File: src/rtl/tisc_address_decoder_if.sv
// Bus bundle for the TISC address decoder: address map, master-side Wishbone request
// and response, per-slave strobes/responses and error-cause status.
interface tisc_address_decoder_if #(
    parameter int NUM_SLAVES = 4,
    parameter int WIDTH      = 32
);
    // A request is presented by holding m_cyc_i & m_stb_i until exactly one
    // of m_ack_o / m_err_o pulses; dropping m_cyc_i before that abandons the request.
    logic [NUM_SLAVES*WIDTH-1:0] address_base_i;
    logic [NUM_SLAVES*WIDTH-1:0] address_mask_i;
    logic                        m_cyc_i;
    logic                        m_stb_i;
    logic                        m_we_i;
    logic [WIDTH-1:0]            m_adr_i;
    logic [WIDTH-1:0]            m_dat_i;
    logic [WIDTH/8-1:0]          m_sel_i;
    logic                        m_ack_o;
    logic                        m_err_o;
    logic [WIDTH-1:0]            m_dat_o;
    logic [NUM_SLAVES-1:0]       s_cyc_o;
    logic                        s_stb_o;
    logic                        s_we_o;
    logic [WIDTH-1:0]            s_adr_o;
    logic [WIDTH-1:0]            s_dat_o;
    logic [WIDTH/8-1:0]          s_sel_o;
    logic [NUM_SLAVES-1:0]       s_ack_i;
    logic [NUM_SLAVES-1:0]       s_err_i;
    logic [NUM_SLAVES*WIDTH-1:0] s_dat_i;
    logic                        stat_unmapped_o;
    logic                        stat_timeout_o;

    // Decoder view.
    modport slave (
        input  address_base_i, address_mask_i,
        input  m_cyc_i, m_stb_i, m_we_i, m_adr_i, m_dat_i, m_sel_i,
        output m_ack_o, m_err_o, m_dat_o,
        output s_cyc_o, s_stb_o, s_we_o, s_adr_o, s_dat_o, s_sel_o,
        input  s_ack_i, s_err_i, s_dat_i,
        output stat_unmapped_o, stat_timeout_o
    );

    // Environment view: bus master, address map and register-bank slaves.
    modport master (
        output address_base_i, address_mask_i,
        output m_cyc_i, m_stb_i, m_we_i, m_adr_i, m_dat_i, m_sel_i,
        input  m_ack_o, m_err_o, m_dat_o,
        input  s_cyc_o, s_stb_o, s_we_o, s_adr_o, s_dat_o, s_sel_o,
        output s_ack_i, s_err_i, s_dat_i,
        input  stat_unmapped_o, stat_timeout_o
    );
endinterface

File: src/rtl/tisc_address_decoder.sv
// Routes one Wishbone-classic master request to the lowest-index matching slave of the
// TISC address map; reports unmapped addresses and slave timeouts as bus errors.
module tisc_address_decoder #(
    parameter int NUM_SLAVES     = 4,
    parameter int WIDTH          = 32,
    parameter int TIMEOUT_CYCLES = 255
) (
    input  logic                 clk_i,
    input  logic                 rst_i,
    tisc_address_decoder_if.slave bus,
    output logic [1:0]           dbg_state_o
);
    localparam int IDX_W = (NUM_SLAVES > 1) ? $clog2(NUM_SLAVES) : 1;
    localparam int CNT_W = (TIMEOUT_CYCLES > 1) ? $clog2(TIMEOUT_CYCLES) : 1;
    localparam int SEL_W = WIDTH / 8;

    typedef enum logic [1:0] {
        IDLE    = 2'd0,
        DECODE  = 2'd1,
        ACCESS  = 2'd2,
        RESPOND = 2'd3
    } state_t;

    state_t                state_q, state_d;
    logic [WIDTH-1:0]      adr_q, adr_d;
    logic [WIDTH-1:0]      dat_q, dat_d;
    logic                  we_q, we_d;
    logic [SEL_W-1:0]      sel_q, sel_d;
    logic [NUM_SLAVES-1:0] match_q, match_d;
    logic [IDX_W-1:0]      idx_q, idx_d;
    logic [CNT_W-1:0]      cnt_q, cnt_d;
    logic [NUM_SLAVES-1:0] s_cyc_q, s_cyc_d;
    logic                  s_stb_q, s_stb_d;
    logic                  ack_q, ack_d;
    logic                  err_q, err_d;
    logic                  unm_q, unm_d;
    logic                  tmo_q, tmo_d;
    logic [WIDTH-1:0]      rdat_q, rdat_d;

    logic [NUM_SLAVES-1:0] match_now;
    logic                  dec_hit;
    logic [IDX_W-1:0]      dec_idx;
    logic                  sel_ack, sel_err;
    logic [WIDTH-1:0]      sel_dat;

    always_comb begin
        match_now = '0;
        for (int n = 0; n < NUM_SLAVES; n++) begin
            match_now[n] = ((bus.m_adr_i ^ bus.address_base_i[n*WIDTH +: WIDTH])
                            & bus.address_mask_i[n*WIDTH +: WIDTH]) == '0;
        end
    end

    // Scanning downward lets the lowest-index match overwrite any higher one.
    always_comb begin
        dec_hit = 1'b0;
        dec_idx = '0;
        for (int n = NUM_SLAVES - 1; n >= 0; n--) begin
            if (match_q[n]) begin
                dec_hit = 1'b1;
                dec_idx = IDX_W'(n);
            end
        end
    end

    assign sel_ack = bus.s_ack_i[idx_q];
    assign sel_err = bus.s_err_i[idx_q];
    assign sel_dat = bus.s_dat_i[int'(idx_q)*WIDTH +: WIDTH];

    always_comb begin
        state_d = state_q;
        adr_d   = adr_q;
        dat_d   = dat_q;
        we_d    = we_q;
        sel_d   = sel_q;
        match_d = match_q;
        idx_d   = idx_q;
        cnt_d   = cnt_q;
        rdat_d  = rdat_q;
        s_cyc_d = '0;
        s_stb_d = 1'b0;
        ack_d   = 1'b0;
        err_d   = 1'b0;
        unm_d   = 1'b0;
        tmo_d   = 1'b0;
        unique case (state_q)
            IDLE: begin
                if (bus.m_cyc_i && bus.m_stb_i) begin
                    adr_d   = bus.m_adr_i;
                    dat_d   = bus.m_dat_i;
                    we_d    = bus.m_we_i;
                    sel_d   = bus.m_sel_i;
                    match_d = match_now;
                    state_d = DECODE;
                end
            end
            DECODE: begin
                if (!bus.m_cyc_i) begin
                    state_d = IDLE;
                end else if (!dec_hit) begin
                    err_d   = 1'b1;
                    unm_d   = 1'b1;
                    state_d = RESPOND;
                end else begin
                    idx_d   = dec_idx;
                    cnt_d   = '0;
                    s_cyc_d = NUM_SLAVES'(1) << dec_idx;
                    s_stb_d = 1'b1;
                    state_d = ACCESS;
                end
            end
            ACCESS: begin
                // Error beats a simultaneous ack; an ack beats the timeout.
                if (!bus.m_cyc_i) begin
                    state_d = IDLE;
                end else if (sel_err) begin
                    err_d   = 1'b1;
                    state_d = RESPOND;
                end else if (sel_ack) begin
                    ack_d   = 1'b1;
                    rdat_d  = sel_dat;
                    state_d = RESPOND;
                end else if (cnt_q == CNT_W'(TIMEOUT_CYCLES - 1)) begin
                    err_d   = 1'b1;
                    tmo_d   = 1'b1;
                    state_d = RESPOND;
                end else begin
                    cnt_d   = cnt_q + CNT_W'(1);
                    s_cyc_d = s_cyc_q;
                    s_stb_d = 1'b1;
                end
            end
            RESPOND: begin
                state_d = IDLE;
            end
            default: begin
                state_d = IDLE;
            end
        endcase
    end

    always_ff @(posedge clk_i or posedge rst_i) begin
        if (rst_i) begin
            state_q <= IDLE;
            adr_q   <= '0;
            dat_q   <= '0;
            we_q    <= 1'b0;
            sel_q   <= '0;
            match_q <= '0;
            idx_q   <= '0;
            cnt_q   <= '0;
            s_cyc_q <= '0;
            s_stb_q <= 1'b0;
            ack_q   <= 1'b0;
            err_q   <= 1'b0;
            unm_q   <= 1'b0;
            tmo_q   <= 1'b0;
            rdat_q  <= '0;
        end else begin
            state_q <= state_d;
            adr_q   <= adr_d;
            dat_q   <= dat_d;
            we_q    <= we_d;
            sel_q   <= sel_d;
            match_q <= match_d;
            idx_q   <= idx_d;
            cnt_q   <= cnt_d;
            s_cyc_q <= s_cyc_d;
            s_stb_q <= s_stb_d;
            ack_q   <= ack_d;
            err_q   <= err_d;
            unm_q   <= unm_d;
            tmo_q   <= tmo_d;
            rdat_q  <= rdat_d;
        end
    end

    assign bus.m_ack_o         = ack_q;
    assign bus.m_err_o         = err_q;
    assign bus.m_dat_o         = rdat_q;
    assign bus.s_cyc_o         = s_cyc_q;
    assign bus.s_stb_o         = s_stb_q;
    assign bus.s_we_o          = we_q;
    assign bus.s_adr_o         = adr_q;
    assign bus.s_dat_o         = dat_q;
    assign bus.s_sel_o         = sel_q;
    assign bus.stat_unmapped_o = unm_q;
    assign bus.stat_timeout_o  = tmo_q;
    assign dbg_state_o         = state_q;
endmodule

File: src/flat_wrapper.sv
// flat-port wrapper written by rule: the top's interface ports become plain ports
module tisc_address_decoder_flat 
#(
    parameter int NUM_SLAVES     = 4,
    parameter int WIDTH          = 32,
    parameter int TIMEOUT_CYCLES = 255
)
  (clk_i, rst_i, dbg_state_o, bus_address_base_i, bus_address_mask_i, bus_m_cyc_i, bus_m_stb_i, bus_m_we_i, bus_m_adr_i, bus_m_dat_i, bus_m_sel_i, bus_m_ack_o, bus_m_err_o, bus_m_dat_o, bus_s_cyc_o, bus_s_stb_o, bus_s_we_o, bus_s_adr_o, bus_s_dat_o, bus_s_sel_o, bus_s_ack_i, bus_s_err_i, bus_s_dat_i, bus_stat_unmapped_o, bus_stat_timeout_o);
  tisc_address_decoder_if #(.NUM_SLAVES(NUM_SLAVES), .WIDTH(WIDTH)) bus_i ();
  input  logic clk_i;
  input  logic rst_i;
  output logic [1:0] dbg_state_o;
  input wire logic [$bits(bus_i.address_base_i)-1:0] bus_address_base_i;
  input wire logic [$bits(bus_i.address_mask_i)-1:0] bus_address_mask_i;
  input wire logic [$bits(bus_i.m_cyc_i)-1:0] bus_m_cyc_i;
  input wire logic [$bits(bus_i.m_stb_i)-1:0] bus_m_stb_i;
  input wire logic [$bits(bus_i.m_we_i)-1:0] bus_m_we_i;
  input wire logic [$bits(bus_i.m_adr_i)-1:0] bus_m_adr_i;
  input wire logic [$bits(bus_i.m_dat_i)-1:0] bus_m_dat_i;
  input wire logic [$bits(bus_i.m_sel_i)-1:0] bus_m_sel_i;
  output wire logic [$bits(bus_i.m_ack_o)-1:0] bus_m_ack_o;
  output wire logic [$bits(bus_i.m_err_o)-1:0] bus_m_err_o;
  output wire logic [$bits(bus_i.m_dat_o)-1:0] bus_m_dat_o;
  output wire logic [$bits(bus_i.s_cyc_o)-1:0] bus_s_cyc_o;
  output wire logic [$bits(bus_i.s_stb_o)-1:0] bus_s_stb_o;
  output wire logic [$bits(bus_i.s_we_o)-1:0] bus_s_we_o;
  output wire logic [$bits(bus_i.s_adr_o)-1:0] bus_s_adr_o;
  output wire logic [$bits(bus_i.s_dat_o)-1:0] bus_s_dat_o;
  output wire logic [$bits(bus_i.s_sel_o)-1:0] bus_s_sel_o;
  input wire logic [$bits(bus_i.s_ack_i)-1:0] bus_s_ack_i;
  input wire logic [$bits(bus_i.s_err_i)-1:0] bus_s_err_i;
  input wire logic [$bits(bus_i.s_dat_i)-1:0] bus_s_dat_i;
  output wire logic [$bits(bus_i.stat_unmapped_o)-1:0] bus_stat_unmapped_o;
  output wire logic [$bits(bus_i.stat_timeout_o)-1:0] bus_stat_timeout_o;
  assign bus_i.address_base_i = bus_address_base_i;
  assign bus_i.address_mask_i = bus_address_mask_i;
  assign bus_i.m_cyc_i = bus_m_cyc_i;
  assign bus_i.m_stb_i = bus_m_stb_i;
  assign bus_i.m_we_i = bus_m_we_i;
  assign bus_i.m_adr_i = bus_m_adr_i;
  assign bus_i.m_dat_i = bus_m_dat_i;
  assign bus_i.m_sel_i = bus_m_sel_i;
  assign bus_m_ack_o = bus_i.m_ack_o;
  assign bus_m_err_o = bus_i.m_err_o;
  assign bus_m_dat_o = bus_i.m_dat_o;
  assign bus_s_cyc_o = bus_i.s_cyc_o;
  assign bus_s_stb_o = bus_i.s_stb_o;
  assign bus_s_we_o = bus_i.s_we_o;
  assign bus_s_adr_o = bus_i.s_adr_o;
  assign bus_s_dat_o = bus_i.s_dat_o;
  assign bus_s_sel_o = bus_i.s_sel_o;
  assign bus_i.s_ack_i = bus_s_ack_i;
  assign bus_i.s_err_i = bus_s_err_i;
  assign bus_i.s_dat_i = bus_s_dat_i;
  assign bus_stat_unmapped_o = bus_i.stat_unmapped_o;
  assign bus_stat_timeout_o = bus_i.stat_timeout_o;
  tisc_address_decoder #(.NUM_SLAVES(NUM_SLAVES), .WIDTH(WIDTH), .TIMEOUT_CYCLES(TIMEOUT_CYCLES)) u_core (.clk_i(clk_i), .rst_i(rst_i), .bus(bus_i), .dbg_state_o(dbg_state_o));
endmodule
File: config.mk
export PLATFORM = sky130hd
export DESIGN_NAME = tisc_address_decoder_flat
export DESIGN_NICKNAME = d
export VERILOG_FILES = /design/src/rtl/tisc_address_decoder_if.sv /design/src/rtl/tisc_address_decoder.sv /design/src/flat_wrapper.sv
export SDC_FILE = /design/constraint.sdc
export NUM_CORES = 1
export LEC_CHECK = 0
export ABC_AREA = 1
export ABC_CLOCK_PERIOD_IN_PS = 5630
export BUFFER_PORTS_ARGS = -buffer_cell sky130_fd_sc_hd__buf_2
export CORE_AREA = 2 2 225 227
export CTS_BUF_LIST = sky130_fd_sc_hd__clkbuf_4 sky130_fd_sc_hd__clkbuf_8
export DETAILED_ROUTE_END_ITERATION = 8
export DIE_AREA = 0 0 227 229
export PLACE_DENSITY = 0.46
export SLEW_MARGIN = 20
export SYNTH_ARGS = -nofsm -noshare
export SYNTH_HDL_FRONTEND = slang
export SYNTH_SLANG_ARGS = --single-unit
File: constraint.sdc
create_clock -name clk_i -period 5.63 [get_ports clk_i]
set_input_delay 1.126 -clock clk_i [delete_from_list [all_inputs] [get_ports clk_i]]
set_output_delay 1.126 -clock clk_i [all_outputs]
set_load 0.01 [all_outputs]
Yosys cells after proc, flatten, opt, wreduce, memory -nomap -nowiden
Index checks and enable logic that the tools add are counted.
{"block": "op_classes", "n_shift": 2, "bitwise_logic": 9, "n_div": 0, "n_lt_le_gt_ge": 1, "n_mux": 56, "n_reduce_logical": 12, "multipliers": 0, "add_sub_neg": 1, "eq_ne": 12}
{"op": "$and 32x32->32", "count": 4}
{"op": "$logic_not 32->1", "count": 4}
{"op": "$shiftx 128x8->32", "count": 1}
{"op": "$xor 32x32->32", "count": 4}
{"op": "$mux 8", "count": 6}
{"op": "$mux 1", "count": 27}
{"op": "$mux 4", "count": 6}
{"op": "$mux 2", "count": 10}
{"op": "$pmux 8 s2", "count": 1}
{"op": "$ne 2x2->1 const B", "count": 5}
{"op": "$add 8x1->8 const B", "count": 1}
{"op": "$eq 8x8->1 const B", "count": 1}
{"op": "$pmux 2 s4", "count": 1}
{"op": "$pmux 4 s2", "count": 1}
{"op": "$reduce_and 7->1", "count": 1}
{"op": "$ne 5x2->1 const B", "count": 1}
{"op": "$bmux 1 s2", "count": 2}
{"op": "$eq 2x2->1 const B", "count": 2}
{"op": "$ne 2x1->1 const B", "count": 2}
{"op": "$pmux 1 s2", "count": 2}
{"op": "$reduce_and 2->1", "count": 2}
{"op": "$reduce_and 4->1", "count": 1}
{"op": "$shl 1x2->4 const A", "count": 1}
{"op": "$lt 2x3->1 const B", "count": 1}
{"op": "6 further kinds", "count": 6}
{"block": "totals", "word_cells": 108, "latch_bits": 0, "in_bits": 465, "mem_bits_ro": 0, "mem_count": 0, "out_inout_bits": 112, "ram_bits": 0, "ff_bits": 126}

Logic depth before layout (Yosys ltp)
Gate-level depths: netlist of run 1.
{"block": "depth", "word_depth": 8, "depth_mapped": 11, "depth_no_buf": 10}

Worst setup path before layout of run 1
Ideal clock, no wire load.
{"block": "synth_timing", "path_kind": "in2reg", "from": "input bus_m_adr_i[14]", "to": "register u_core.match_q[0]", "arrival_time_ns": 1.988, "cell_stages": 9, "setup_ns": 0.066, "n_path_buf": 1, "slack_ns": 3.577, "required_ns": 5.564, "cell_sequence": "clkbuf_1 > or2_2 > nand3_1 > nand2_1 > nor2_1 > nand2_1 > nor2_1 > nand2_1 > nand2_1"}
{"block": "synth_between", "elab_chain_cells": 3}
{"item": "start, declared", "line_no": "flat_wrapper.sv:18", "rtl": "input wire logic [$bits(bus_i.m_adr_i)-1:0] bus_m_adr_i;"}
{"item": "$xor 32x32->32", "line_no": "tisc_address_decoder.sv:49", "rtl": "match_now[n] = ((bus.m_adr_i ^ bus.address_base_i[n*WIDTH +: WIDTH])"}
{"item": "$and 32x32->32", "line_no": "tisc_address_decoder.sv:50", "rtl": "& bus.address_mask_i[n*WIDTH +: WIDTH]) == '0;"}
{"item": "$logic_not 32->1", "line_no": "tisc_address_decoder.sv:49"}
{"item": "end signal, assigned", "line_no": "tisc_address_decoder.sv:165", "rtl": "match_q <= match_d;"}
{"item": "end, declared", "line_no": "tisc_address_decoder.sv:29", "rtl": "logic [NUM_SLAVES-1:0] match_q, match_d;"}
Every way passes these cells.
A chain may end at the register's enable or synchronous reset.

Worst setup path in the final report of run 1
{"block": "layout_timing", "from": "register u_core.idx_q[1]", "to": "register u_core.rdat_q[29], in the netlist u_core.bus.m_dat_o[29]"}
{"block": "layout_between", "elab_chain_cells": 4, "word_cells_on_any_way": 7, "classes_between": "1 x shift; 4 x mux; 1 x bitwise; 1 x reduce/logical"}
{"item": "start, declared", "line_no": "tisc_address_decoder.sv:30", "rtl": "logic [IDX_W-1:0] idx_q, idx_d;"}
{"item": "start signal, assigned", "line_no": "tisc_address_decoder.sv:166", "rtl": "idx_q <= idx_d;"}
{"item": "branches (longest 4 deep; another with $shiftx 128x8->32)"}
{"item": "end signal, assigned", "line_no": "tisc_address_decoder.sv:174", "rtl": "rdat_q <= rdat_d;"}
{"item": "end, declared", "line_no": "tisc_address_decoder.sv:38", "rtl": "logic [WIDTH-1:0] rdat_q, rdat_d;"}
Several ways; the timed one is not identified. The select of a mux whose other input is x is not followed.

==> reports/summary.log, run 1 <==
qor: placed_design.detailedPlacementHpwl 35.2 mm
qor: floorplan.boundaryPins 577
qor: synthesis.syn_nets 1,820
qor: layout.multi_input_area 4820 sq um
qor: min_path.worst_hold_path_type reg2reg
qor: clocking.cts_tree done
qor: synthesis.post-synth-top-count-cell sky130_fd_sc_hd__nand2_1
qor: route.drtIter0Drc 479
qor: synthesis.synthTopCellsByArea sky130_fd_sc_hd__dfrtp_1 (37%), sky130_fd_sc_hd__nand2_1 (24%), sky130_fd_sc_hd__nand3_1 (7.7%)
qor: critical_path.regToRegSetupSlack 2.94 ns
qor: critical_path.critPathCaptureType register
qor: synthesis.synthDominantCellAreaShare 36.6%
qor: layout.register_area 3150 sq um
qor: floorplan.die_h 229 um
qor: synthesis.syn_area_per_cell 6.38 sq um
qor: critical_path.path_cells buf_4 > inv_2 > nand3_2 > nand2_4 > nand2_4 > nor2_4 > nand2_1 > nand2_1
qor: clocking.clk-insertion-delay-late 0.47 ns
qor: synthesis.netlist_instances 1,350
qor: critical_path.worst_path_max_delay_cell sky130_fd_sc_hd__nor2_4
qor: floorplan.dieWidth 227 um
qor: grt.antenna_found_initial 6
qor: critical_path.timing.critical_path.required 6.03 ns
qor: sta.worst-slew-pin-transition 0.878 ns
qor: synthesis.synth-main-ff-cell sky130_fd_sc_hd__dfrtp_1
qor: critical_path.path_delay_family simple AND/OR/NAND/NOR gates
qor: critical_path.cp.arrival 3.09 ns
qor: clocking.htreeDepth 4
qor: layout.layout.nets 2,353
qor: power.leakage 7.04 nW
qor: power.max-vdd-ir-drop 0.120 mV
qor: sta.setup_viol 0
qor: sta.finalWorstPathRequiredPeriod 2.69 ns
qor: sta.timing_hold_violations_final 0
qor: placed_design.place.gp.congestion 0.899
qor: critical_path.critPathLaunchType register
qor: synthesis.netlist_area_before_placement 8610 sq um
qor: route.detailedRoute.firstPassIterationCount 5
qor: grt.grtUsageTotal 15.8%
qor: clocking.cts_buffer_depth 2
qor: synthesis.synth.yosys.warnings 0
qor: power.power_per_cell_area 295 nW/um^2
qor: clocking.cts.reportedPaths.clkPinSlew 0.08 ns
qor: grt.grt_pass1_vias 10.5k
qor: clocking.cts-buffers-inserted 17
qor: floorplan.initial_core_util 17.3%
qor: synthesis.ys_top_cells_by_count sky130_fd_sc_hd__nand2_1 (543), sky130_fd_sc_hd__nand3_1 (132), sky130_fd_sc_hd__dfrtp_1 (126), sky130_fd_sc_hd__nor2_1 (126), sky130_fd_sc_hd__o21ai_0 (118)
qor: status.run_status completed
qor: sta.timing.max_slew.rel_slack 40.8%
qor: layout.area_delta_synth_final 44.8%
qor: placed_design.numPlacedInstances 2,536
qor: critical_path.path_buf_inv 2
qor: sta.clock_skew 0.0119 ns
qor: floorplan.core_area 49,700 sq um
qor: sta.slew_violations 0
qor: critical_path.critPathKind reg2reg
qor: synthesis.netlist.top_cell.by_area sky130_fd_sc_hd__dfrtp_1
qor: placed_design.port-buffer-count 576
qor: synthesis.ys_seq_elements 126
qor: run.max_cap_violations 0
qor: sta.post-route-period-util 47.7%
qor: layout.fill_cells 5,736
qor: route.route.final.wire_length 42.6 mm
qor: synthesis.async_flop_share 100%
qor: route.antenna_violating_nets_post_route 0
qor: synthesis.synthDistinctLibCells 33
qor: grt.grt_max_degree 89
qor: sta.setup_total_negative_slack 0 ns
qor: route.vias 10.6k
qor: critical_path.slowest_delay 0.65 ns
qor: critical_path.crit_fanout 35
qor: route.drc 0
qor: clocking.cts.hold.buffers_added 0
qor: route.wire_per_inst 16.6 um
qor: floorplan.std_cell_rows 82
qor: clocking.cts_root_buffer sky130_fd_sc_hd__clkbuf_8
qor: sta.timing.fmax 372 MHz
qor: clocking.cts_resized 0
qor: floorplan.floorplan.die_area 52,000 sq um
qor: sta.post-route-worst-setup-slack 2.94 ns
qor: clocking.cts_sinks 126
qor: grt.grt_remaining_overflow 0
qor: route.route.detailed.vias_per_inst 4.14
qor: placed_design.dpl_worst_slack 2.53 ns
qor: clocking.post_cts.repair.setup_buffers 0
qor: synthesis.synth_sequential_area_ratio 36.6%
qor: layout.drive_above_1_share 37.4%
qor: synthesis.synth_edf_count 0
qor: layout.cell_count_final_fillers_out 2,571
qor: grt.grt_pass1_wl 60.6 mm
qor: sta.rsz0062_at_grt no
cell usage in the layout (no fill, tap or decap), types with 2 or more instances in the layout:
| cell | Yosys | final |
|---|---|---|
| sky130_fd_sc_hd__clkinv_2 | 0 | 3 |
| sky130_fd_sc_hd__nand2_4 | 4 | 4 |
| sky130_fd_sc_hd__buf_2 | 18 | 576 |
| sky130_fd_sc_hd__nand3_2 | 3 | 3 |
| sky130_fd_sc_hd__inv_6 | 0 | 2 |
| sky130_fd_sc_hd__or2_2 | 74 | 74 |
| sky130_fd_sc_hd__inv_1 | 83 | 81 |
| sky130_fd_sc_hd__ha_1 | 5 | 5 |
| sky130_fd_sc_hd__a21oi_1 | 8 | 8 |
| sky130_fd_sc_hd__o22ai_1 | 32 | 32 |
| sky130_fd_sc_hd__nand3_1 | 132 | 132 |
| sky130_fd_sc_hd__buf_4 | 2 | 5 |
| sky130_fd_sc_hd__clkbuf_8 | 0 | 18 |
| sky130_fd_sc_hd__o21ai_1 | 3 | 3 |
| sky130_fd_sc_hd__clkbuf_4 | 0 | 2 |
| sky130_fd_sc_hd__clkinvlp_4 | 0 | 4 |
| sky130_fd_sc_hd__nand4_1 | 2 | 2 |
| sky130_fd_sc_hd__nor2_1 | 126 | 126 |
| sky130_fd_sc_hd__o21ai_0 | 118 | 118 |
| sky130_fd_sc_hd__clkinv_4 | 0 | 2 |
| sky130_fd_sc_hd__dfrtp_1 | 126 | 125 |
| sky130_fd_sc_hd__o21ai_2 | 7 | 7 |
| sky130_fd_sc_hd__nor2_4 | 2 | 2 |
| sky130_fd_sc_hd__nand2_1 | 543 | 543 |
| sky130_fd_sc_hd__xor2_1 | 4 | 4 |
| sky130_fd_sc_hd__nand3b_1 | 2 | 2 |
| sky130_fd_sc_hd__bufinv_16 | 0 | 2 |
| sky130_fd_sc_hd__diode_2 | 0 | 3 |
path summary, 6_finish.rpt:
kind / startpoint / endpoint / depth (start not counted)
worst max-delay path: u_core.idx_q[1] / u_core.bus.m_dat_o[29] / 8
worst min register to register: u_core.bus.s_dat_o[27] / u_core.bus.s_dat_o[27] / 2
max in group asynchronous: rst_i / u_core.bus.s_adr_o[26] / 3
worst max register to register: u_core.idx_q[1] / u_core.bus.m_dat_o[29] / 8
worst min-delay path: u_core.bus.s_dat_o[27] / u_core.bus.s_dat_o[27] / 2
min in group asynchronous: rst_i / u_core.bus.s_dat_o[28] / 2
power by group:
part	leakage [nW]	switching (mW)	total [mW]	internal (mW)
clock network	0.194	0.422	0.840	0.418
logic	5.23	0.880	1.45	0.569
registers	1.62	0.167	1.39	1.23
total	7.04	1.47	3.68	2.21
stage by stage:
step | power (mW) | hold slack (ns) | area (sq um) | utilization (%)
final | 3.68 | 0.469 | 12500 | 25.1
after global placement | 2.88 | 0.452 | 12100 | 24.3
after detailed placement | 2.91 | 0.453 | 12100 | 24.3
after global routing | 3.99 | 0.504 | 12500 | 25.1
after CTS | 3.79 | 0.474 | 12500 | 25.1
after floorplan | 2.11 | 0.449 | 8610 | -
routing by layer:
metal | track usage, % | part of all wire [%]
met1 | 16.3 | 38
met2 | 29.2 | 50
met3 | 3.76 | 7.2
met4 | 8.37 | 4.4
met5 | 0 | 0.096
worst min-delay path: cells and delay by family, from the launching register on:
kind / cells / cell delay, ns
and+or+nand+nor: 2 / 0.09
DFF: 1 / 0.35
state kept, by name (all words and copies together), names as in the netlist:
signal,flops
u_core.bus.s_dat_o,32
u_core.bus.stat_timeout_o,1
u_core.bus.s_adr_o,32
u_core.bus.stat_unmapped_o,1
u_core.bus.s_stb_o,1
u_core.idx_q,2
u_core.bus.s_sel_o,4
u_core.bus.m_err_o,1
u_core.match_q,4
u_core.bus.m_ack_o,1
u_core.cnt_q,8
u_core.bus.m_dat_o,32
u_core.dbg_state_o,2
u_core.bus.s_cyc_o,4
u_core.bus.s_we_o,1
cell families after synthesis:
kind of cell | count (synthesis) | share of synthesized area (%)
simple gates | 891 | 43.9
flops | 126 | 36.6
xor+xnor | 4 | 0.407
fa+ha+maj | 5 | 0.726
compound gates | 172 | 10.9
buf+inv | 152 | 7.47
cell type report:
class | instances | area share, %
antenna | 3 | 0.0602
timing repair buffer | 581 | 23.4
tap | 672 | 6.74
clock inverter | 12 | 1.10
inverter | 85 | 2.63
clock buffer | 20 | 2.11
sequential | 126 | 25.3
multi-input combinational | 1072 | 38.6
(Power assumes the default switching activity.)
==> run 2, diff against run 1 <==
ABC_CLOCK_PERIOD_IN_PS = 2400   (was 5630)
PLACE_DENSITY = 0.47   (was 0.46)
clock period = 2.4 ns   (was 5.63 ns; I/O delays follow)
==> run 2 against run 1 <==
Compared with the run above: die area unchanged; final cell count increased by 0.31%; cell area rose by 0.86%; setup slack worse by 2.5 ns; fmax up 39%; clock-buffer cell count up 3; clock skew rose by 0.0023 ns; critical path depth unchanged; clock power grew 130%; largest cell class unchanged; largest power group unchanged; highest routed layer unchanged.
==> reports/summary.log, run 2 (same netlist as run 1, synthesis figures left out) <==
qor: route.met2_length 22.2 mm [+4.2%]
qor: route.drtIter0Drc 405 [-15%]
qor: clocking.cts_sinks 126 [unchanged]
qor: layout.fill_cells 5,765 [+0.51%]
qor: sta.finalWorstPathRequiredPeriod 1.93 ns [-0.758 ns]
qor: floorplan.floorplan.die_area 52,000 sq um [unchanged]
qor: route.detailedRoute.firstPassIterationCount 5 [unchanged]
qor: layout.most-common-layout-cells sky130_fd_sc_hd__buf_2 (576), sky130_fd_sc_hd__nand2_1 (543), sky130_fd_sc_hd__nand3_1 (132)
qor: run.max_cap_violations 0 [unchanged]
qor: clocking.clk-insertion-delay-late 0.49 ns [+0.02 ns]
qor: critical_path.worst_case_reg_to_reg_path_depth 8 [unchanged]
qor: clocking.post_cts.repair.setup_buffers 0 [unchanged]
qor: clocking.htreeDepth 4 [unchanged]
qor: critical_path.cp-endpoint u_core.bus.s_sel_o[0]
qor: layout.layout.nets 2,362 [+0.38%]
qor: sta.timing.fmax 518 MHz [+39%]
qor: floorplan.std_cell_rows 82 [unchanged]
qor: placed_design.detailedPlacementHpwl 36.0 mm [+2.2%]
qor: power.max-vdd-ir-drop 0.259 mV [+120%]
qor: layout.area_delta_synth_final 46.0%
qor: sta.rsz0062_at_grt no
qor: placed_design.place.gp.congestion 0.932 [+3.7%]
qor: critical_path.setup_crit_start u_core.dbg_state_o[0]
qor: sta.fin_worst_hold_slack 0.131 ns [-0.338 ns]
qor: sta.timing_hold_violations_final 0 [unchanged]
qor: floorplan.initial_core_util 17.3% [unchanged]
qor: layout.drive_above_1_share 37.7% [+0.26 points]
qor: power.power_per_cell_area 685 nW/um^2 [+130%]
qor: clocking.cts_buffer_depth 2 [unchanged]
qor: critical_path.critPathCaptureType register
qor: grt.antenna_found_initial 12 [+6]
qor: clocking.cts_tree done
qor: floorplan.dieWidth 227 um [unchanged]
qor: critical_path.crit_fanout 85 [+140%]
qor: route.vias 10.7k [+1.0%]
qor: grt.grt_max_degree 92 [+3.4%]
qor: grt.grt_pass1_wl 62.4 mm [+3.0%]
qor: critical_path.cp.arrival 2.31 ns [-0.78 ns]
qor: placed_design.dpl_worst_slack 0.251 ns [-2.28 ns]
qor: critical_path.rr_endpoint u_core.bus.s_sel_o[0]
qor: critical_path.critPathLaunchType register
qor: sta.slew_violations 0 [unchanged]
qor: route.route.detailed.vias_per_inst 4.17 [+0.73%]
qor: grt.grt_pass1_vias 10.6k [+0.70%]
qor: route.dr_wl_met3 3.09 mm [+0.75%]
qor: sta.timing.max_slew.rel_slack 58.2% [+17 points]
qor: sta.clock_skew 0.0142 ns [+0.00225 ns]
qor: placed_design.port-buffer-count 576 [unchanged]
qor: route.antenna_violating_nets_post_route 0 [unchanged]
qor: grt.grtUsageTotal 16.2% [+0.44 points]
qor: route.drc 0 [unchanged]
qor: power.leakage 7.10 nW [+0.86%]
qor: floorplan.core_area 49,700 sq um [unchanged]
qor: route.top_signal_layer_used met5
qor: route.route.final.wire_length 43.2 mm [+1.6%]
qor: critical_path.critPathKind reg2reg
qor: sta.setup_total_negative_slack 0 ns [unchanged]
qor: grt.grt_remaining_overflow 0 [unchanged]
qor: sta.post-route-worst-setup-slack 0.471 ns [-2.47 ns]
qor: clocking.cts_resized 0 [unchanged]
qor: clocking.cts_root_buffer sky130_fd_sc_hd__clkbuf_8
qor: layout.layout.cells.most_common sky130_fd_sc_hd__buf_2
qor: sta.setup_viol 0 [unchanged]
qor: sta.worst-slew-pin-transition 0.621 ns [-0.258 ns]
qor: clocking.cts.reportedPaths.clkPinSlew 0.08 ns [about the same]
qor: floorplan.boundaryPins 577 [unchanged]
qor: clocking.cts-buffers-inserted 17 [unchanged]
qor: floorplan.die_h 229 um [unchanged]
qor: min_path.worst_hold_path_type in2async
qor: critical_path.timing.critical_path.required 2.78 ns [-3.25 ns]
qor: critical_path.regToRegSetupSlack 0.47 ns [-2.47 ns]
qor: route.wire_per_inst 16.8 um [+1.2%]
qor: status.run_status completed
qor: sta.post-route-period-util 80.4% [+33 points]
qor: clocking.cts.hold.buffers_added 0 [unchanged]
qor: critical_path.startpoint_of_the_worst_slack_reg_to_reg_timing_path u_core.dbg_state_o[0]
qor: route.wl_met1 16.4 mm [+0.91%]
run 2: cell count changes in the layout (fill, tap and decap cells not counted), sizes merged:
cell | before | now
bufinv | 2 | 1
inv | 86 | 84
buf | 581 | 590
clkinvlp | 4 | 3
clkbuf | 20 | 23
run 2: power by group:
part | internal [mW] | switching, mW | leakage [nW]
sequential | 2.88 | 0.390 | 1.62
combinational | 1.36 | 2.06 | 5.28
clock | 0.964 | 0.961 | 0.198
total | 5.20 | 3.42 | 7.10
run 2: through the flow:
stage | util, % | cell area (sq um) | cells | total power, mW
2_1_floorplan | - | 8620 | 1350 | 4.96
3_3_place_gp | 24.5 | 12200 | 2545 | 6.78
3_5_place_dp | 24.5 | 12200 | 2545 | 6.82
4_1_cts | 25.3 | 12600 | 2576 | 8.87
5_1_grt | 25.3 | 12600 | 2577 | 9.34
6_report | 25.3 | 12600 | 2579 | 8.62
run 2: worst min path at each step:
stage	from	end	slack [ns]	cells after the start
finish	rst_i	u_core.bus.s_adr_o[3]	0.13	3
floorplan	u_core.match_q[3]	u_core.match_q[3]	0.45	2
CTS	rst_i	u_core.bus.s_adr_o[7]	0.1	3
detailed placement	u_core.bus.s_dat_o[19]	u_core.bus.s_dat_o[19]	0.45	2
global placement	u_core.bus.s_dat_o[11]	u_core.bus.s_dat_o[11]	0.45	2
global route	rst_i	u_core.bus.s_adr_o[3]	0.14	3
run 2: critical path, cell delays in order, from the launching register on:
cell                       delay [ns]
sky130_fd_sc_hd__dfrtp_1         0.41
sky130_fd_sc_hd__inv_1           0.11
sky130_fd_sc_hd__ha_1            0.20
sky130_fd_sc_hd__inv_1           0.08
sky130_fd_sc_hd__nor2_4          0.31
sky130_fd_sc_hd__clkinv_2        0.14
sky130_fd_sc_hd__buf_12          0.20
sky130_fd_sc_hd__nand2_1         0.15
sky130_fd_sc_hd__nand2_1         0.06
run 2: cell type report:
class                           instances  area, sq um  area share, %
Tap cell                              672          841           6.69
Antenna cell                            3         7.51         0.0597
Sequential cell                       126         3150           25.1
Clock buffer                           23          310           2.47
Clock inverter                          8         81.3          0.647
Timing Repair Buffer                  590         3040           24.2
Inverter                               85          327           2.60
Multi-Input combinational cell       1072         4820           38.3
run 2: metal layers:
layer  global-route usage (%)  vias to the layer above
met1                     16.9                     4848
li1                         -                     5370
met5                        0                        -
met3                     4.04                       61
met4                     6.39                        6
met2                     30.7                      458
==> run 3, diff against run 2 <==
ABC_AREA = 0   (was 1)
ABC_CLOCK_PERIOD_IN_PS = 1600   (was 2400)
CORE_AREA = 2 2 224 226   (was 2 2 225 227)
DIE_AREA = 0 0 226 228   (was 0 0 227 229)
PLACE_DENSITY = 0.45   (was 0.47)
clock period = 1.6 ns   (was 2.4 ns; I/O delays follow)
==> run 3 against run 2 <==
Compared with the run above: setup slack worse by 0.92 ns; die area shrank 0.88%; the run now ends with setup timing left; clock skew rose by 0.0011 ns; sequential power up 60%; largest power group unchanged; critical path type unchanged.
==> reports/summary.log, run 3 <==
qor: status.run_status finished with violations
qor: status.failing_checks setup timing
qor: sta.slew_violations 0 [unchanged]
qor: synthesis.async_flop_share 100% [unchanged]
qor: placed_design.dpl_cell_area 12,000 sq um [-1.6%]
qor: critical_path.critPathKind reg2reg
qor: floorplan.core_area 49,300 sq um [-0.62%]
qor: power.max-vdd-ir-drop 0.570 mV [+120%]
qor: synthesis.syn_area_per_cell 12.3 sq um [+92%]
qor: layout.area_delta_synth_final 74.1%
qor: synthesis.ys_seq_elements 126 [unchanged]
qor: clocking.cts.reportedPaths.clkPinSlew 0.09 ns [about the same]
qor: synthesis.synthDominantCellAreaShare 41.5% [+4.9 points]
qor: synthesis.synthDistinctLibCells 44 [+33%]
qor: power.leakage 6.53 nW [-8.0%]
qor: route.vias 7,971 [-26%]
qor: layout.finalInstanceArea 13,200 sq um [+5.1%]
qor: route.drc 0 [unchanged]
qor: sta.timing.max_slew.rel_slack 62.9% [+4.6 points]
qor: critical_path.timing.critical_path.required 2.04 ns [-0.74 ns]
qor: floorplan.dieWidth 226 um [-0.44%]
qor: critical_path.critPathCaptureType register
qor: placed_design.port-buffer-count 576 [unchanged]
qor: synthesis.netlist_area_before_placement 7590 sq um [-12%]
qor: layout.layout.nets 1,776 [-25%]
qor: critical_path.cp.arrival 2.48 ns [+0.17 ns]
qor: layout.most-common-layout-cells sky130_fd_sc_hd__buf_2 (574), sky130_fd_sc_hd__xor2_1 (128), sky130_fd_sc_hd__dfrtp_1 (125)
qor: route.route.detailed.vias_per_inst 3.99 [-4.3%]
qor: route.top_signal_layer_used met4
qor: sta.timing_hold_violations_final 0 [unchanged]
qor: route.detailedRoute.firstPassIterationCount 5 [unchanged]
qor: floorplan.boundaryPins 577 [unchanged]
qor: grt.grt_pass1_wl 55.3 mm [-11%]
qor: grt.antenna_found_initial 10 [-2]
qor: sta.setup_viol 50 [+50]
qor: power.power_per_cell_area 1130 nW/um^2 [+64%]
qor: synthesis.synth_edf_count 0 [unchanged]
qor: synthesis.netlist_instances 619 [-54%]
qor: min_path.worst_hold_path_type in2reg
qor: synthesis.ys_top_cells_by_count sky130_fd_sc_hd__xor2_1 (128), sky130_fd_sc_hd__dfrtp_1 (126), sky130_fd_sc_hd__mux2_2 (99), sky130_fd_sc_hd__clkbuf_1 (41), sky130_fd_sc_hd__mux4_2 (34)
qor: floorplan.floorplan.die_area 51,500 sq um [-0.88%]
qor: layout.final_util 26.8% [+1.5 points]
qor: synthesis.synthTopCellsByArea sky130_fd_sc_hd__dfrtp_1 (42%), sky130_fd_sc_hd__xor2_1 (15%), sky130_fd_sc_hd__mux2_2 (15%)
qor: clocking.cts_root_buffer sky130_fd_sc_hd__clkbuf_8
qor: synthesis.syn_nets 1,089 [-40%]
qor: floorplan.die_h 228 um [-0.44%]
qor: sta.timing.fmax 489 MHz [-5.7%]
qor: sta.setup_total_negative_slack -18.55 ns [-18.55 ns]
qor: route.antenna_violating_nets_post_route 0 [unchanged]
qor: min_path.min_from bus_address_mask_i[49]
qor: clocking.cts_buffer_depth 2 [unchanged]
qor: route.met2_length 21.5 mm [-3.3%]
qor: grt.grtUsageTotal 15.4% [-0.86 points]
qor: critical_path.critPathLaunchType register
qor: synthesis.synth-main-ff-cell sky130_fd_sc_hd__dfrtp_1
qor: clocking.cts-buffers-inserted 17 [unchanged]
qor: layout.drive_above_1_share 65.8% [+28 points]
qor: clocking.cts_tree done
qor: sta.post-route-period-util 128% [+47 points]
qor: sta.rsz0062_at_grt yes
qor: critical_path.crit_fanout 5 [-94%]
qor: run.max_cap_violations 0 [unchanged]
qor: clocking.cts_sinks 126 [unchanged]
qor: route.dr_wl_met3 3.56 mm [+15%]
qor: route.wire_per_inst 20.7 um [+24%]
qor: grt.grt_pass1_vias 8,584 [-19%]
qor: placed_design.place.gp.congestion 0.854 [-8.4%]
qor: critical_path.setup_crit_start u_core.idx_q[0]
qor: clocking.htreeDepth 4 [unchanged]
qor: clocking.clk-insertion-delay-late 0.55 ns [+0.06 ns]
qor: sta.finalWorstPathRequiredPeriod 2.05 ns [+0.117 ns]
qor: synthesis.synth_sequential_area_ratio 41.5% [+4.9 points]
qor: critical_path.startpoint_of_the_worst_slack_reg_to_reg_timing_path u_core.idx_q[0]
qor: synthesis.synth.yosys.warnings 0 [unchanged]
qor: route.wl_met1 14.8 mm [-9.8%]
qor: grt.grt_max_degree 59 [-36%]
qor: layout.layout.cells.most_common sky130_fd_sc_hd__buf_2
qor: sta.fin_worst_hold_slack 0.0807 ns [-0.0503 ns]
qor: floorplan.initial_core_util 15.4% [-2.0 points]
qor: sta.clock_skew 0.0152 ns [+0.00105 ns]
qor: placed_design.dpl_worst_slack -0.716 ns [-0.967 ns]
qor: placed_design.detailedPlacementHpwl 34.2 mm [-4.8%]
qor: route.route.final.wire_length 41.5 mm [-4.1%]
qor: route.drtIter0Drc 281 [-31%]
qor: synthesis.netlist.top_cell.by_area sky130_fd_sc_hd__dfrtp_1
qor: grt.grt_remaining_overflow 0 [unchanged]
qor: floorplan.std_cell_rows 82 [unchanged]
qor: sta.worst-slew-pin-transition 0.557 ns [-0.0634 ns]
qor: sta.post-route-worst-setup-slack -0.446 ns [-0.917 ns]
qor: synthesis.post-synth-top-count-cell sky130_fd_sc_hd__xor2_1
[run 3: power breakdown]
group	internal, mW	switching, mW	total (mW)
combinational	3.75	3.13	6.88
clock	1.11	1.67	2.78
sequential	4.53	0.687	5.22
total	9.39	5.48	14.9
[run 3: kinds of logic (layout without fill, tap and decap cells)]
kind of cell	count (synthesis)	in the layout	synth area share (%)
buffers and inverters	62	762	3.21
AOI/OAI and AO/OA	95	95	9.77
muxes	137	137	25.3
other	0	8	0
xor gates and xnor gates	128	128	14.8
DFF	126	126	41.5
and+or+nand+nor	66	66	4.60
adders and majority gates	5	5	0.824
[run 3: through the flow]
stage | std cells | power [mW]
after floorplan | 619 | 8.27
after global placement | 1907 | 11.5
after detailed placement | 1907 | 11.6
after CTS | 1981 | 14.8
after global routing | 1994 | 15.8
final | 1999 | 14.9
[run 3: what timing repair did]
| action | in CTS | in global routing |
|---|---|---|
| cloned | 0 | 7 |
| pin swaps | 4 | 4 |
| setup buffers | 5 | 3 |
| endpoints found under the hold margin | 47 | 0 |
| setup endpoints to repair | 122 | 103 |
| resized for setup | 20 | 40 |
| hold buffers | 38 | 0 |
[run 3: routing by layer]
metal	GRT usage [%]	vias to the layer above
met1	15.7	3818
met3	5.02	54
met2	27.8	413
met5	0	-
li1	-	3686
met4	7.57	0
[run 3: area by class of cell]
class                      instances  area [sq um]
fill                            5282         36100
clock buffer                      17           234
tap                              672           841
timing repair buffer             721          4420
inverter                           9          37.5
multi-input combinational        431          4390
clock inverter                    15           125
antenna                            8          20.0
sequential                       126          3150
[run 3: final timing paths]
check	slack (ns)	endpoint	cells past startpoint
setup / recovery	-0.45	u_core.cnt_q[5]	4
hold / removal	0.08	u_core.match_q[1]	4
setup reg to reg	-0.45	u_core.cnt_q[5]	4
hold reg to reg	0.49	u_core.bus.s_cyc_o[2]	2
max in group asynchronous	0.63	u_core.bus.s_adr_o[5]	4
min in group asynchronous	0.29	u_core.bus.s_dat_o[14]	3
[run 3: worst max-delay path, stage by stage, from the launching register on]
cell                      delay, ns
sky130_fd_sc_hd__dfrtp_2       0.43
sky130_fd_sc_hd__mux4_2        0.59
sky130_fd_sc_hd__a211o_1       0.39
sky130_fd_sc_hd__o311a_1       0.32
sky130_fd_sc_hd__a211o_1       0.22
